[src/rtl/bist_pkg.sv]
// Shared BIST definitions: LFSR polynomial, chunk salt, mode/state enums.
// Sender and receiver both import this so their pattern streams agree.
package bist_pkg;

  localparam int          LFSR_W     = 32;
  localparam logic [31:0] LFSR_TAPS  = 32'h8020_0003;
  localparam logic [31:0] CHUNK_SALT = 32'h9E37_79B9;

  typedef enum logic {
    BIST_LFSR = 1'b0,
    BIST_WALK = 1'b1
  } bist_mode_e;

  typedef enum logic [1:0] {
    ALIGN = 2'd0,
    TEST  = 2'd1,
    DONE  = 2'd2
  } bist_rx_state_e;

  // Right-shifting Galois step: feedback taps applied when the bit shifted out is 1.
  function automatic logic [LFSR_W-1:0] bist_lfsr_next(input logic [LFSR_W-1:0] s);
    logic [LFSR_W-1:0] nxt;
    nxt = {1'b0, s[LFSR_W-1:1]};
    if (s[0]) begin
      nxt = nxt ^ LFSR_TAPS;
    end else begin
      nxt = nxt;
    end
    return nxt;
  endfunction

endpackage

[src/rtl/bist_pattern_gen.sv]
// Pattern source shared by bist_sender and bist_diag_receiver: LFSR with salted
// 32-bit chunk expansion, or walking one-hot followed by walking one-cold.
module bist_pattern_gen
  import bist_pkg::*;
#(
  parameter int          TEST_CHANNELS = 70,
  parameter logic [31:0] SEED          = 32'hdeadbeef
) (
  input  logic                     clk,
  input  logic                     reset_n,
  input  logic                     mode,
  input  logic                     advance,
  output logic [TEST_CHANNELS-1:0] pattern
);

  localparam int IW = $clog2(2 * TEST_CHANNELS + 1);

  logic [LFSR_W-1:0]        r_lfsr;
  logic [IW-1:0]            r_idx;
  bist_mode_e               r_mode;
  logic [31:0]              w_salt;
  logic [TEST_CHANNELS-1:0] w_lfsr_pat;
  logic [TEST_CHANNELS-1:0] w_walk_pat;

  // Generator state: mode is latched only while in reset, then stepped per case.
  always_ff @(posedge clk) begin
    if (!reset_n) begin
      r_lfsr <= SEED;
      r_idx  <= '0;
      r_mode <= bist_mode_e'(mode);
    end else if (advance) begin
      if (r_mode == BIST_WALK) begin
        r_idx <= r_idx + IW'(1);
      end else begin
        r_lfsr <= bist_lfsr_next(r_lfsr);
      end
    end
  end

  // Chunk k = lfsr ^ (k * salt); the salt keeps channel i and i+32 from aliasing.
  always_comb begin
    w_salt     = '0;
    w_lfsr_pat = '0;
    for (int i = 0; i < TEST_CHANNELS; i++) begin
      w_salt        = 32'(i / 32) * CHUNK_SALT;
      w_lfsr_pat[i] = r_lfsr[i % 32] ^ w_salt[i % 32];
    end
  end

  // First TEST_CHANNELS cases walk a single 1, the next TEST_CHANNELS walk a single 0.
  always_comb begin
    w_walk_pat = '0;
    for (int i = 0; i < TEST_CHANNELS; i++) begin
      if (r_idx < IW'(TEST_CHANNELS)) begin
        w_walk_pat[i] = (r_idx == IW'(i));
      end else begin
        w_walk_pat[i] = (r_idx != IW'(i + TEST_CHANNELS));
      end
    end
  end

  assign pattern = (r_mode == BIST_WALK) ? w_walk_pat : w_lfsr_pat;

endmodule

[src/rtl/bist_diag_receiver.sv]
// Link BIST receiver: compares the received link against a local pattern copy,
// builds sticky stuck-high/stuck-low maps and a saturating error count.
module bist_diag_receiver
  import bist_pkg::*;
#(
  parameter int          TEST_CHANNELS = 70,
  parameter logic [31:0] SEED          = 32'hdeadbeef,
  parameter int          TEST_CASES    = 1000,
  parameter int          ALIGN_CYCLES  = 0,
  parameter int          ERR_W         = 16
) (
  input  logic                     clk,
  input  logic                     reset_n,
  input  logic                     mode,
  input  logic [TEST_CHANNELS-1:0] input_channels,
  output logic                     busy,
  output logic                     failed,
  output logic [TEST_CHANNELS-1:0] fault_hi_map,
  output logic [TEST_CHANNELS-1:0] fault_lo_map,
  output logic [ERR_W-1:0]         err_count,
  output logic [TEST_CHANNELS-1:0] output_channels
);

  localparam int MAXC = (TEST_CASES > 2 * TEST_CHANNELS) ? TEST_CASES : 2 * TEST_CHANNELS;
  localparam int CW   = $clog2(MAXC + 1);
  localparam int AW   = (ALIGN_CYCLES > 0) ? $clog2(ALIGN_CYCLES + 1) : 1;

  localparam logic [CW-1:0] LAST_LFSR  = CW'(TEST_CASES - 1);
  localparam logic [CW-1:0] LAST_WALK  = CW'(2 * TEST_CHANNELS - 1);
  localparam logic [AW-1:0] ALIGN_LAST = AW'(ALIGN_CYCLES);

  bist_rx_state_e           r_state;
  bist_mode_e               r_mode;
  logic [AW-1:0]            r_align;
  logic [CW-1:0]            r_case;
  logic                     r_busy;
  logic                     r_failed;
  logic [TEST_CHANNELS-1:0] r_hi;
  logic [TEST_CHANNELS-1:0] r_lo;
  logic [ERR_W-1:0]         r_err;

  logic                     w_advance;
  logic                     w_last;
  logic [TEST_CHANNELS-1:0] w_expected;
  logic [TEST_CHANNELS-1:0] w_mism;

  assign w_advance = (r_state == TEST);
  assign w_last    = (r_case == ((r_mode == BIST_WALK) ? LAST_WALK : LAST_LFSR));
  assign w_mism    = input_channels ^ w_expected;

  bist_pattern_gen #(
    .TEST_CHANNELS (TEST_CHANNELS),
    .SEED          (SEED)
  ) u_gen (
    .clk     (clk),
    .reset_n (reset_n),
    .mode    (mode),
    .advance (w_advance),
    .pattern (w_expected)
  );

  // ALIGN -> TEST -> DONE sequencer; the last case is compared on the TEST->DONE edge.
  always_ff @(posedge clk) begin
    if (!reset_n) begin
      r_state  <= ALIGN;
      r_mode   <= bist_mode_e'(mode);
      r_align  <= '0;
      r_case   <= '0;
      r_busy   <= 1'b1;
      r_failed <= 1'b0;
      r_hi     <= '0;
      r_lo     <= '0;
      r_err    <= '0;
    end else begin
      case (r_state)
        ALIGN: begin
          if (r_align == ALIGN_LAST) begin
            r_state <= TEST;
          end else begin
            r_align <= r_align + AW'(1);
          end
        end
        TEST: begin
          r_hi   <= r_hi | (w_mism & ~w_expected);
          r_lo   <= r_lo | (w_mism & w_expected);
          r_case <= r_case + CW'(1);
          if (|w_mism) begin
            r_failed <= 1'b1;
            if (r_err != {ERR_W{1'b1}}) begin
              r_err <= r_err + ERR_W'(1);
            end
          end
          if (w_last) begin
            r_state <= DONE;
            r_busy  <= 1'b0;
          end
        end
        DONE: begin
          r_busy <= 1'b0;
        end
        default: begin
          r_state <= ALIGN;
          r_busy  <= 1'b1;
        end
      endcase
    end
  end

  // Transparent pass-through once the test is over, quiet link before that.
  always_comb begin
    if (r_state == DONE) begin
      output_channels = input_channels;
    end else begin
      output_channels = '0;
    end
  end

  assign busy         = r_busy;
  assign failed       = r_failed;
  assign fault_hi_map = r_hi;
  assign fault_lo_map = r_lo;
  assign err_count    = r_err;

endmodule

[config.mk]
export PLATFORM = sky130hd
export DESIGN_NAME = bist_diag_receiver
export DESIGN_NICKNAME = d
export VERILOG_FILES = /design/src/rtl/bist_pkg.sv /design/src/rtl/bist_pattern_gen.sv /design/src/rtl/bist_diag_receiver.sv
export SDC_FILE = /design/constraint.sdc
export NUM_CORES = 1
export LEC_CHECK = 0
export BUFFER_PORTS_ARGS = -buffer_cell sky130_fd_sc_hd__buf_2
export CELL_PAD_IN_SITES_DETAIL_PLACEMENT = 0
export CELL_PAD_IN_SITES_GLOBAL_PLACEMENT = 1
export CORE_MARGIN = 1
export CORE_UTILIZATION = 39
export DETAILED_ROUTE_END_ITERATION = 10
export HOLD_SLACK_MARGIN = 0.12
export PLACE_DENSITY = 0.91
export SETUP_SLACK_MARGIN = 0.2
export SYNTH_ARGS = -nofsm -noshare
export SYNTH_HDL_FRONTEND = slang
export SYNTH_SLANG_ARGS = --single-unit
[constraint.sdc]
create_clock -name clk -period 3.45 [get_ports clk]
set_clock_uncertainty 0.05 [all_clocks]
set_input_delay 0.8625 -clock clk [delete_from_list [all_inputs] [get_ports clk]]
set_output_delay 0.8625 -clock clk [all_outputs]
set_load 0.05 [all_outputs]
-- Yosys cells after proc, flatten, opt, wreduce, memory -nomap -nowiden
Index checks and enable logic that the tools add are counted.
- register bits after elaboration: 212
- input port bits: 73
- output and inout port bits: 228
- logic and storage cells: 281
- $add $sub $neg: 4
- magnitude comparators: 1
- equal/unequal tests: 145
- muxes and demuxes: 80
- bitwise operators: 31
- reductions and logical operators: 9
- operators by type and width (cell ; count):
    $ne 8x7->1 const B ; 58
    $eq 8x6->1 const B ; 32
    $and 70x70->70 ; 2
    $mux 70 ; 2
    $or 70x70->70 ; 2
    $eq 8x5->1 const B ; 16
    $ne 8x8->1 const B ; 12
    $mux 1 ; 72
    $not 70->70 ; 1
    $reduce_or 70->1 ; 1
    $xor 70x70->70 ; 1
    $eq 8x4->1 const B ; 8
    $eq 8x7->1 const B ; 6
    $eq 8x3->1 const B ; 4
    $mux 32 ; 1
    $not 1->1 ; 24
    $add 16x1->16 const B ; 1
    $eq 8x2->1 const B ; 2
    $ne 16x16->1 const B ; 1
    $add 10x1->10 const B ; 1
    $eq 10x10->1 ; 1
    $mux 10 ; 1
    $add 8x1->8 const B ; 1
    $eq 8x1->1 const B ; 1
    other kinds (13) ; 19

-- Logic depth before layout (Yosys ltp)
Gate-level depths: netlist (run 1).
- word-level depth: 6
- mapped depth: 16
- depth with buffers taken out: 13

-- Cells and area by module
A second synthesis (run 1) with hierarchy kept.
- cell total of the unflattened synthesis: 1514
- area total of the unflattened synthesis: 12152.9 um^2
- modules (own cells, without submodules) (module ; times used ; cells an instance ; area each (um^2) ; seq. area each (um^2)):
    bist_diag_receiver ; 1 ; 1011 ; 8588.2 ; 3433.3
    bist_pattern_gen ; 1 ; 503 ; 3564.7 ; 830.8

-- Worst setup path before layout (run 1)
OpenSTA, ideal clock, no wires.
- path type: reg-to-reg
- start point: reg u_gen.r_idx[5]
- end point: reg r_err[6] (netlist: err_count[6])
- library setup time: 125 ps
- data arrival time: 2860 ps
- required time: 3275 ps
- setup slack: 414 ps
- cell stages (with the launch flop): 16
- buffers on the path: 4
- clock period less this slack: 3036 ps
- cells stage by stage: dfxtp_1 > buf_4 > a2111o_1 > a21oi_4 > buf_6 > a21oi_1 > o22a_1 > ha_1 > nand4_1 > nor4_1 > nand3_1 > nor2_1 > buf_2 > buf_4 > nor3b_1 > mux2i_1
- cells in the longest elaborated chain, start to end: 6
- elaborated cells on any way between the ends: 215
- classes of those cells: 1 x order compare; 139 x eq/ne; 71 x mux; 1 x bitwise; 3 x reduce/logical
- RTL lines (item ; RTL line ; text):
    from (decl) ; bist_pattern_gen.sv:19 ; logic [IW-1:0] r_idx;
    from (signal assigned) ; bist_pattern_gen.sv:33 ; r_idx <= r_idx + IW'(1);
    $lt 8x7->1 (tied with other cells) ; bist_pattern_gen.sv:54 ; if (r_idx < IW'(TEST_CHANNELS)) begin
    $mux 1 ; bist_pattern_gen.sv:54 ;
    $mux 70 * ; bist_pattern_gen.sv:62 ; assign pattern = (r_mode == BIST_WALK) ? w_walk_pat : w_lfsr_pat;
    $xor 70x70->70 * ; bist_diag_receiver.sv:49 ; assign w_mism = input_channels ^ w_expected;
    $reduce_or 70->1 * ; bist_diag_receiver.sv:87 ; if (|w_mism) begin
    $reduce_and 3->1 (no line) * ; n/a ;
    to (signal assigned) ; bist_diag_receiver.sv:90 ; r_err <= r_err + ERR_W'(1);
    to (decl) ; bist_diag_receiver.sv:40 ; logic [ERR_W-1:0] r_err;
Every way passes the cells marked *; elsewhere a longest branch is shown, timed or not.
A chain may end at the register's enable or synchronous reset.

-- Worst setup path in the final report (run 1)
- start point: reg u_gen.r_idx[2]
- end point: reg r_err[13] (netlist: err_count[13])
Same word-level chain as after synthesis.

==> impl_results.md, run 1 <==
* Critical path peak fanout at 7
* Multi-input logic area at between 0.006 and 0.007 mm2
* Initial core utilization at roughly 40%
* Ant. Diodes at 0
* Syn nets at ~1800
* DR vias at around 12000
* Worst min-delay path class: flip-flop to flip-flop
* Port-buffer cells at 300
* Final Cell Area at around 0.016 mm2
* Congestion Overflow GR at 0
* Remaining antenna violation count at 0
* Initial antenna violation count at 1
* Critical path arrival at roughly 3.8 ns
* I/O pin count at about 300
* Least-Margin Pin Slew at just under 0.9 ns
* Routed WL at roughly 48000 um
* Synthesized area at between 0.01 and 0.015 mm2
* Fraction of registers with async set/reset at 0%
* Register area share after synthesis at about 36%
* Slew margin rel. at about two fifths
* Sw power at around 0.0042 W
* Pre-CTS WS at -0.500 ns
* Vias in the first global route at roughly 12000
* Routability Congestion at roughly 0.96
* DRT iter0 DRCs at 920
* Status: completed
* Clk pwr share at around 29%
* Top cell type's share of synthesized area at 35.4%
* LEAKAGE at approximately 8 nW
* Maximum VDD drop at just under 0.4 mV
* Most common cell after layout, fill and taps aside: buf_2
* Design internal power at 0.00553 W
* R2r startpoint: u_gen.r_idx[2]$_SDFFE_PN0P_
* RSZ-0062 raised after global routing: true
* TritonCTS Buffers at 24
* Area after DPL at around 0.014 mm2
* Clock sink count at between 200 and 250
* Yosys warns at 0
* Critical Path Source: u_gen.r_idx[2]$_SDFFE_PN0P_
* DRC at 0
* Clock slew at reported path FFs at around 0.060 ns
* Root Buffer Master: clkbuf_16
* Register area at 0.00424 mm2
* Fill cell count at between 2000 and 3000
* Seq cells post-synth at roughly 210
* Max Buffers Root-to-Sink at 3
* Final max-slew violation count at 0
* Top_reg_cell synth: dfxtp_1
* DIE HEIGHT at between 150 and 200 um
* Crit path time final at 3.45 ns
* Routed len/inst at approximately 21 um
* Row cnt at 63
* Commonest non-fill, non-tap cells in the layout: buf_2, a21oi_1, dfxtp_1, nor2_1, inv_1
* Max cap viols at 0
* Total Routing Usage GR at a little under a third
* Design Power at a little under 0.01 W
* Final setup vio count at 0
* P&R area growth vs syn at 33.6%
* Pwr/cell area at about 600 mW/mm2
* Fin crit share at between 90 and 100%
* Unique masters post-synth at 53
* Chip Width at between 150 and 200 um
* Max Fclk at 0.290 GHz
* Avg Cell Area, Syn at ~7.8 um2
* Pre-Repair DR Iteration Count at 5
* Hold Violations, Final at 0
* CP Capture Type: flip-flop
* Final HPWL DP at approximately 36000 um
* Largest net degree at the start of global routing at 80
* Setup crit start kind: flip-flop
* Cells after Synth at 1527
* Vias/cell at between 5 and 6
* WP data required at 3.83 ns
* Part of the power in combinational logic at about two fifths
* EDFF count, synth at 1
* Reg power frac at a little under a third
* Hold Startpoint: fault_lo_map[53]$_SDFFE_PN0P_
* Worst-skew pair later-pin latency at between 0.5 and 0.6 ns
* Hold Worst Slack at 0.412 ns
* CTS tree: done
* Crit Path Class: flip-flop to flip-flop
* Switching share of power at 43.3%
* Core Footprint at about 0.030 mm2
* Top post-synthesis cells by area: dfxtp_1, ha_1, a21oi_1
* Final WS setup at 0.00444 ns
* First-pass GRT wire length at slightly above 70000 um
* Die footprint at between 0.03 and 0.04 mm2
* H-tree depth at 1
* Share of layout cells above drive strength 1 at 27.6%
* Area leader, netlist: dfxtp_1
* Fin nets at 2117
path summary, 6_finish.rpt:
kind                              endpoint  cells past startpoint  slack, ns
max             err_count[13]$_SDFFE_PN0P_                     14      0.004
min          fault_lo_map[53]$_SDFFE_PN0P_                      2       0.41
max reg2reg     err_count[13]$_SDFFE_PN0P_                     14      0.004
min reg2reg  fault_lo_map[53]$_SDFFE_PN0P_                      2       0.41
critical path, cell delays in order, from the launching register on:
cell,delay [ns]
dfxtp_1,0.31
a2111o_1,0.46
a21oi_4,0.25
buf_12,0.16
buf_8,0.12
a21oi_2,0.04
o22a_2,0.23
ha_4,0.30
nand4_1,0.31
nor4_4,0.32
nand4_1,0.23
nor2_4,0.20
buf_2,0.19
or3_1,0.11
a21oi_1,0.06
layout make-up:
class / instances / area share [%]
Inverter: 150 / 3.58
Tap cell: 390 / 3.07
Sequential cell: 211 / 26.7
Timing Repair Buffer: 434 / 17.2
Clock buffer: 33 / 4.31
Multi-Input combinational cell: 1073 / 44.0
Clock inverter: 11 / 1.18
stage by stage:
| step | instances | setup TNS (ns) | utilization [%] |
|---|---|---|---|
| after floorplan | 1527 | 0 | - |
| after global placement | 2241 | -7.22 | 48.6 |
| after detailed placement | 2241 | -7.19 | 48.6 |
| after CTS | 2298 | 0 | 52.8 |
| after global routing | 2302 | -1.77 | 53.3 |
| final | 2302 | 0 | 53.3 |
registers in the layout, indices dropped and copies added, names as in the netlist:
signal and count:
failed 1, fault_hi_map 70, r_state 2, u_gen.r_lfsr 32, u_gen.r_mode 1, fault_lo_map 70, u_gen.r_idx 8, busy 1
err_count 16, r_case 10
power groups by stage:
stage	Sequential [W]	Clock [W]	Combinational, W
after floorplan	0.00383	0	0.00181
after global placement	0.00312	0	0.00372
after detailed placement	0.00313	0	0.00375
after CTS	0.00309	0.00284	0.00383
after global routing	0.00313	0.00295	0.00411
final	0.00310	0.00281	0.00384
layer usage:
metal  vias up  global-route usage [%]  wire length [um]
li1       5837                       -                 -
met1      5842                    40.2             21200
met2       459                    50.9             22700
met3        70                    4.18              2980
met4         0                    9.20              1350
met5         -                       0                 0
synthesized netlist by cell type (11+ instances only):
library cell	count
nand2_1	107
inv_1	147
o22a_1	32
a21oi_1	225
nor2_1	197
ha_1	150
nand4_1	23
o22ai_1	17
and2_1	83
dfxtp_1	210
nand3_1	39
clkbuf_1	76
o21ai_0	81
nand2b_1	11
cells by family after synthesis:
logic type	Yosys count	share of synthesized area (%)
simple gates	517	20.7
compound gates	383	18.1
xor+xnor	17	1.25
fa+ha+maj	150	15.8
mux	6	0.505
flops	211	35.6
buf+inv	243	8.08
repair_timing:
action	in CTS	in global routing
setup endpoints to repair	17	17
endpoints found under the hold margin	0	0
buffers inserted	10	2
resized for setup	52	21
hold buffers	0	0
pin swaps	18	17
cloned	3	2
Power figures use the tool's default switching activity.
==> run 2, diff against run 1 <==
clock period = 3.75 ns   (was 3.45 ns; I/O delays follow)
==> run 2 against run 1 <==
- combinational power down 12%
- sequential cell count did not move
- die area is the same
- hold slack lost 0.0018 ns
- sequential power decreased by 8.1%
- critical path depth stayed put
- design area decreased by 4.5%
- critical path type unchanged
- final cell count is 2.8% lower
==> impl_results.md, run 2 (same netlist as run 1, synthesis figures left out) <==
* Status: completed
* Commonest non-fill, non-tap cells in the layout: buf_2, a21oi_1, dfxtp_1, nor2_1, inv_1
* Setup crit start kind: flip-flop
* Pre-Repair DR Iteration Count at 5 (unchanged)
* Row cnt at 63 (unchanged)
* Hold Violations, Final at 0 (unchanged)
* Root Buffer Master: clkbuf_16
* Initial antenna violation count at 1 (unchanged)
* Chip Width at 177 um (unchanged)
* Crit Path Class: flip-flop to flip-flop
* Final WS setup at 0.264 ns (+0.260 ns)
* Vias/cell at 5.35 (+0.97%)
* Critical path peak fanout at 11 (+4)
* I/O pin count at 301 (unchanged)
* Remaining antenna violation count at 0 (unchanged)
* Pwr/cell area at 572 mW/mm2 (-6.9%)
* Crit path time final at 3.49 ns (+0.0404 ns)
* Area after DPL at 0.0141 mm2 (-2.4%)
* Fill cell count at 2911 (+1.1%)
* Clock slew at reported path FFs at 0.06 ns (about the same)
* Least-Margin Pin Slew at 0.766 ns (-0.105 ns)
* P&R area growth vs syn at 27.6%
* Worst-skew pair later-pin latency at 0.55 ns (about the same)
* Met3 WL post-DR at 3420 um (+15%)
* Uppermost layer routed: met5
* Maximum VDD drop at 0.420 mV (+8.0%)
* Routed len/inst at 20.5 um (-2.0%)
* DRT iter0 DRCs at 896 (-2.6%)
* Vias in the first global route at 11200 (-4.5%)
* Max cap viols at 0 (unchanged)
* Post-Layout Cell Count at 2238 (-2.8%)
* Clock sink count at 211 (unchanged)
* First-pass GRT wire length at 67500 um (-6.1%)
* Final Cell Area at 0.0152 mm2 (-4.5%)
* Worst min-delay path class: flip-flop to flip-flop
* Max Buffers Root-to-Sink at 3 (unchanged)
* DRC at 0 (unchanged)
* RSZ-0062 raised after global routing: true
* Final max-slew violation count at 0 (unchanged)
* WP data required at 4.16 ns (+0.33 ns)
* DR vias at 12000 (-1.8%)
* Hold path cells at 2 (unchanged)
* CP Capture Type: flip-flop
* Routed WL at 45900 um (-4.7%)
* Share of layout cells above drive strength 1 at 24.5% (-3.1 points)
* CTS tree: done
* Worst reg2reg path depth at 14 (unchanged)
* Die footprint at 0.0312 mm2 (unchanged)
* Dpl cells at 2191 (-2.2%)
* Setup TNS Final at 0 ns (unchanged)
* Largest net degree at the start of global routing at 136 (+70%)
* Critical path arrival at 3.90 ns (+0.07 ns)
* Hold Worst Slack at 0.410 ns (-0.00182 ns)
* TritonCTS Buffers at 24 (unchanged)
* DIE HEIGHT at 177 um (unchanged)
* H-tree depth at 1 (unchanged)
* Initial core utilization at 39.9% (unchanged)
* LEAKAGE at 7.57 nW (-4.7%)
* Fin crit share at 93.0% (-6.9 points)
* Congestion Overflow GR at 0 (unchanged)
* Final HPWL DP at 34800 um (-3.5%)
* Port-buffer cells at 300 (unchanged)
* Total Routing Usage GR at 28.6% (-1.8 points)
* Fin nets at 2054 (-3.0%)
* Routability Congestion at 0.981 (+2.6%)
* Max Fclk at 0.287 GHz (-1.2%)
* Hold buffers post-CTS at 0 (unchanged)
* Core Footprint at 0.0298 mm2 (unchanged)
* Routed wl met2 at 21300 um (-6.3%)
* Pre-CTS WS at -0.0417 ns (+0.459 ns)
* Final setup vio count at 0 (unchanged)
* Slew margin rel. at 48.9% (+7.0 points)
* Most common cell after layout, fill and taps aside: buf_2
* M1 WL at 19800 um (-6.8%)
==> run 2: what timing repair did <==
action	4_1_cts	5_1_grt
setup endpoints to repair	17	38
pin swaps	3	12
setup buffers	0	2
resized for setup	13	30
gates cloned	0	2
==> run 2: critical path, stage by stage (launching register included) <==
cell and delay [ns]:
dfxtp_1 0.37, inv_1 0.12, ha_2 0.28, nand3_1 0.28, o21ai_0 0.13, buf_4 0.17
o22ai_1 0.38, ha_1 0.34, nand4_1 0.16, nor4_2 0.06, nand3_2 0.15, nor2_4 0.06
clkbuf_4 0.19, or4_1 0.50, a21oi_1 0.15
==> run 2: metrics by stage <==
step,utilization (%),power (W)
floorplan,-,0.00519
global placement,47.4,0.00620
detailed placement,47.4,0.00623
CTS,50.3,0.00867
global route,50.9,0.00908
finish,50.9,0.00867
==> run 2: path summary, 6_finish.rpt <==
| kind | slack (ns) | start | endpoint |
|---|---|---|---|
| hold / removal | 0.41 | failed$_SDFFE_PN0P_ | failed$_SDFFE_PN0P_ |
| setup / recovery | 0.26 | u_gen.r_idx[0]$_SDFFE_PN0P_ | err_count[4]$_SDFFE_PN0P_ |
| setup reg to reg | 0.26 | u_gen.r_idx[0]$_SDFFE_PN0P_ | err_count[4]$_SDFFE_PN0P_ |
| hold reg to reg | 0.41 | failed$_SDFFE_PN0P_ | failed$_SDFFE_PN0P_ |
==> run 2: cell type report <==
cell class | count | area, um2 | area share (%)
Clock inverter | 8 | 118 | 0.776
Clock buffer | 34 | 698 | 4.60
Antenna cell | 1 | 2.50 | 0.0165
Multi-Input combinational cell | 1073 | 6880 | 45.4
Tap cell | 390 | 488 | 3.22
Timing Repair Buffer | 371 | 2170 | 14.3
Inverter | 150 | 568 | 3.75
Sequential cell | 211 | 4240 | 27.9
==> run 2: per-layer routing <==
layer	up-vias	GRT usage (%)
li1	5696	-
met1	5695	37.0
met2	513	47.9
met3	78	4.91
met4	2	9.20
met5	-	0
==> run 2: where the power goes <==
part	internal (W)	total (W)	switching [W]
registers	0.00256	0.00285	0.000293
clock network	0.00144	0.00243	0.000991
logic	0.000898	0.00339	0.00249
==> run 3, diff against run 2 <==
CORE_MARGIN = 5   (was 1)
==> run 3 against run 2 <==
- combinational power rose by 1%
- register-to-register slack got worse by 0.05 ns
- highest routed layer is now met4
- first-iteration DRC count rose by 18%
- via count fell by 0.33%
==> impl_results.md, run 3 (same netlist as run 1, synthesis figures left out) <==
* Slew margin rel. at 53.1% (+4.2 points)
* Congestion Overflow GR at 0 (unchanged)
* Chip Width at 185 um (+4.5%)
* R2R Setup Slk at 0.21 ns (-0.05 ns)
* P&R area growth vs syn at 26.5%
* R2r startpoint: u_gen.r_idx[2]$_SDFFE_PN0P_
* GRT met3 Usage at 6.57% (+1.7 points)
* Max cap viols at 0 (unchanged)
* Final max-slew violation count at 0 (unchanged)
* Hold Violations, Final at 0 (unchanged)
* Initial core utilization at 39.2% (-0.73 points)
* RSZ-0062 raised after global routing: true
* Root Buffer Master: clkbuf_16
* Clock slew at reported path FFs at 0.07 ns (about the same)
* Final HPWL DP at 35200 um (+1.2%)
* Max Fclk at 0.282 GHz (-1.5%)
* DR vias at 11900 (-0.33%)
* H-tree depth at 1 (unchanged)
* Fin crit share at 94.4% (+1.5 points)
* GR peak layer: met2
* Critical path peak fanout at 16 (+5)
* DIE HEIGHT at 185 um (+4.5%)
* Pre-Repair DR Iteration Count at 5 (unchanged)
* Worst-skew pair later-pin latency at 0.53 ns (-0.02 ns)
* Pwr/cell area at 573 mW/mm2 (+0.18%)
* Least-Margin Pin Slew at 0.704 ns (-0.0620 ns)
* DRC at 0 (unchanged)
* Die footprint at 0.0341 mm2 (+9.3%)
* Hold buffers post-CTS at 0 (unchanged)
* Clock sink count at 211 (unchanged)
* Maximum VDD drop at 0.437 mV (+4.2%)
* Hold Worst Slack at 0.401 ns (-0.00835 ns)
* Setup TNS Final at 0 ns (unchanged)
* Setup crit start kind: flip-flop
* Critical Path Source: u_gen.r_idx[2]$_SDFFE_PN0P_
* Routed len/inst at 21.4 um (+4.2%)
* Final core utilization at 49.5% (-1.4 points)
* Core Footprint at 0.0303 mm2 (+1.9%)
* Commonest non-fill, non-tap cells in the layout: buf_2, a21oi_1, dfxtp_1, nor2_1, inv_1
* Fill cell count at 2975 (+2.2%)
* Crit path time final at 3.54 ns (+0.0547 ns)
* Crit Path Class: flip-flop to flip-flop
* Global Route met1 Usage at 35.7% (-1.3 points)
* Most common cell after layout, fill and taps aside: buf_2
* Area after DPL at 0.0139 mm2 (-1.4%)
* Vias/cell at 5.37 (+0.25%)
* Share of layout cells above drive strength 1 at 23.8% (-0.69 points)
* CP Capture Type: flip-flop
* Initial antenna violation count at 0 (-1)
* Final Cell Area at 0.0150 mm2 (-0.89%)
* Critical path arrival at 3.89 ns (about the same)
* Fin nets at 2039 (-0.73%)
* Ant. Diodes at 0 (-1)
* Remaining antenna violation count at 0 (unchanged)
* Worst setup endpoint: err_count[1]$_SDFFE_PN0P_
* Status: completed
* Worst reg2reg path depth at 13 (-1)
* Routability Congestion at 0.983 (+0.25%)
* CTS tree: done
* Reg2reg end: err_count[1]$_SDFFE_PN0P_
* Final setup vio count at 0 (unchanged)
* WP data required at 4.10 ns (-0.06 ns)
* Hold Startpoint: failed$_SDFFE_PN0P_
* First-pass GRT wire length at 70000 um (+3.8%)
* Largest net degree at the start of global routing at 136 (unchanged)
* LEAKAGE at 7.49 nW (-1.1%)
* DRT iter0 DRCs at 1057 (+18%)
* I/O pin count at 301 (unchanged)
* Max Buffers Root-to-Sink at 3 (unchanged)
* Routed WL at 47600 um (+3.6%)
* Total Routing Usage GR at 26.6% (-2.0 points)
* Grt met2 use at 41.9% (-6.0 points)
* Port-buffer cells at 300 (unchanged)
* Vias in the first global route at 11500 (+2.2%)
* TritonCTS Buffers at 24 (unchanged)
* Worst min-delay path class: flip-flop to flip-flop
* Row cnt at 64 (+1.6%)
-- run 3: critical path, cell delays in order (launching register included) --
cell and delay (ns):
dfxtp_1 0.31, a2111o_1 0.48, a21o_4 0.32, buf_4 0.19, a21oi_1 0.15, o22ai_1 0.14
ha_1 0.43, nand4_1 0.25, nor4_4 0.25, nand3_2 0.23, nor2_4 0.19, buf_6 0.14
nor2_1 0.08, mux2i_1 0.16
-- run 3: area by class of cell --
cell class | count | area, um2 | area share [%]
multi-input combinational | 1073 | 6890 | 45.8
sequential | 211 | 4240 | 28.2
timing repair buffer | 356 | 2060 | 13.7
clock buffer | 37 | 761 | 5.06
inverter | 150 | 568 | 3.78
tap | 396 | 495 | 3.30
clock inverter | 2 | 13.8 | 0.0916
-- run 3: layer usage --
| metal | vias up | wire length, um |
|---|---|---|
| met3 | 124 | 4350 |
| met5 | - | 0 |
| li1 | 5668 | - |
| met1 | 5623 | 20300 |
| met2 | 529 | 20900 |
| met4 | 0 | 2060 |
-- run 3: power by group --
group          total [W]  internal, W  leakage, nW  switching [W]
Sequential       0.00285      0.00256         1.72       0.000288
Clock            0.00233      0.00138        0.384       0.000952
Combinational    0.00343     0.000893         5.39        0.00254
-- run 3: stage by stage --
| step | std cells | setup slack [ns] | power, W |
|---|---|---|---|
| detailed placement | 2174 | -0.135 | 0.00625 |
| finish | 2225 | 0.209 | 0.00861 |
| floorplan | 1527 | 0.714 | 0.00519 |
| global route | 2225 | 0.0861 | 0.00901 |
| global placement | 2174 | -0.116 | 0.00622 |
| CTS | 2215 | 0.185 | 0.00861 |
-- run 3: how the worst min path moves through the flow --
stage                                    endpoint  slack (ns)  depth (start not counted)
after floorplan           r_state[0]$_SDFFE_PN0P_        0.40                          2
after global placement        failed$_SDFFE_PN0P_        0.39                          2
after detailed placement      failed$_SDFFE_PN0P_        0.40                          2
after CTS                     failed$_SDFFE_PN0P_        0.41                          2
after global routing          failed$_SDFFE_PN0P_        0.43                          2
final                         failed$_SDFFE_PN0P_        0.40                          2
-- run 3: what timing repair did --
action,in CTS,in global routing
setup endpoints to repair,17,48
setup buffers,1,6
gates cloned,1,4
resized for setup,18,30
pin swaps,6,10
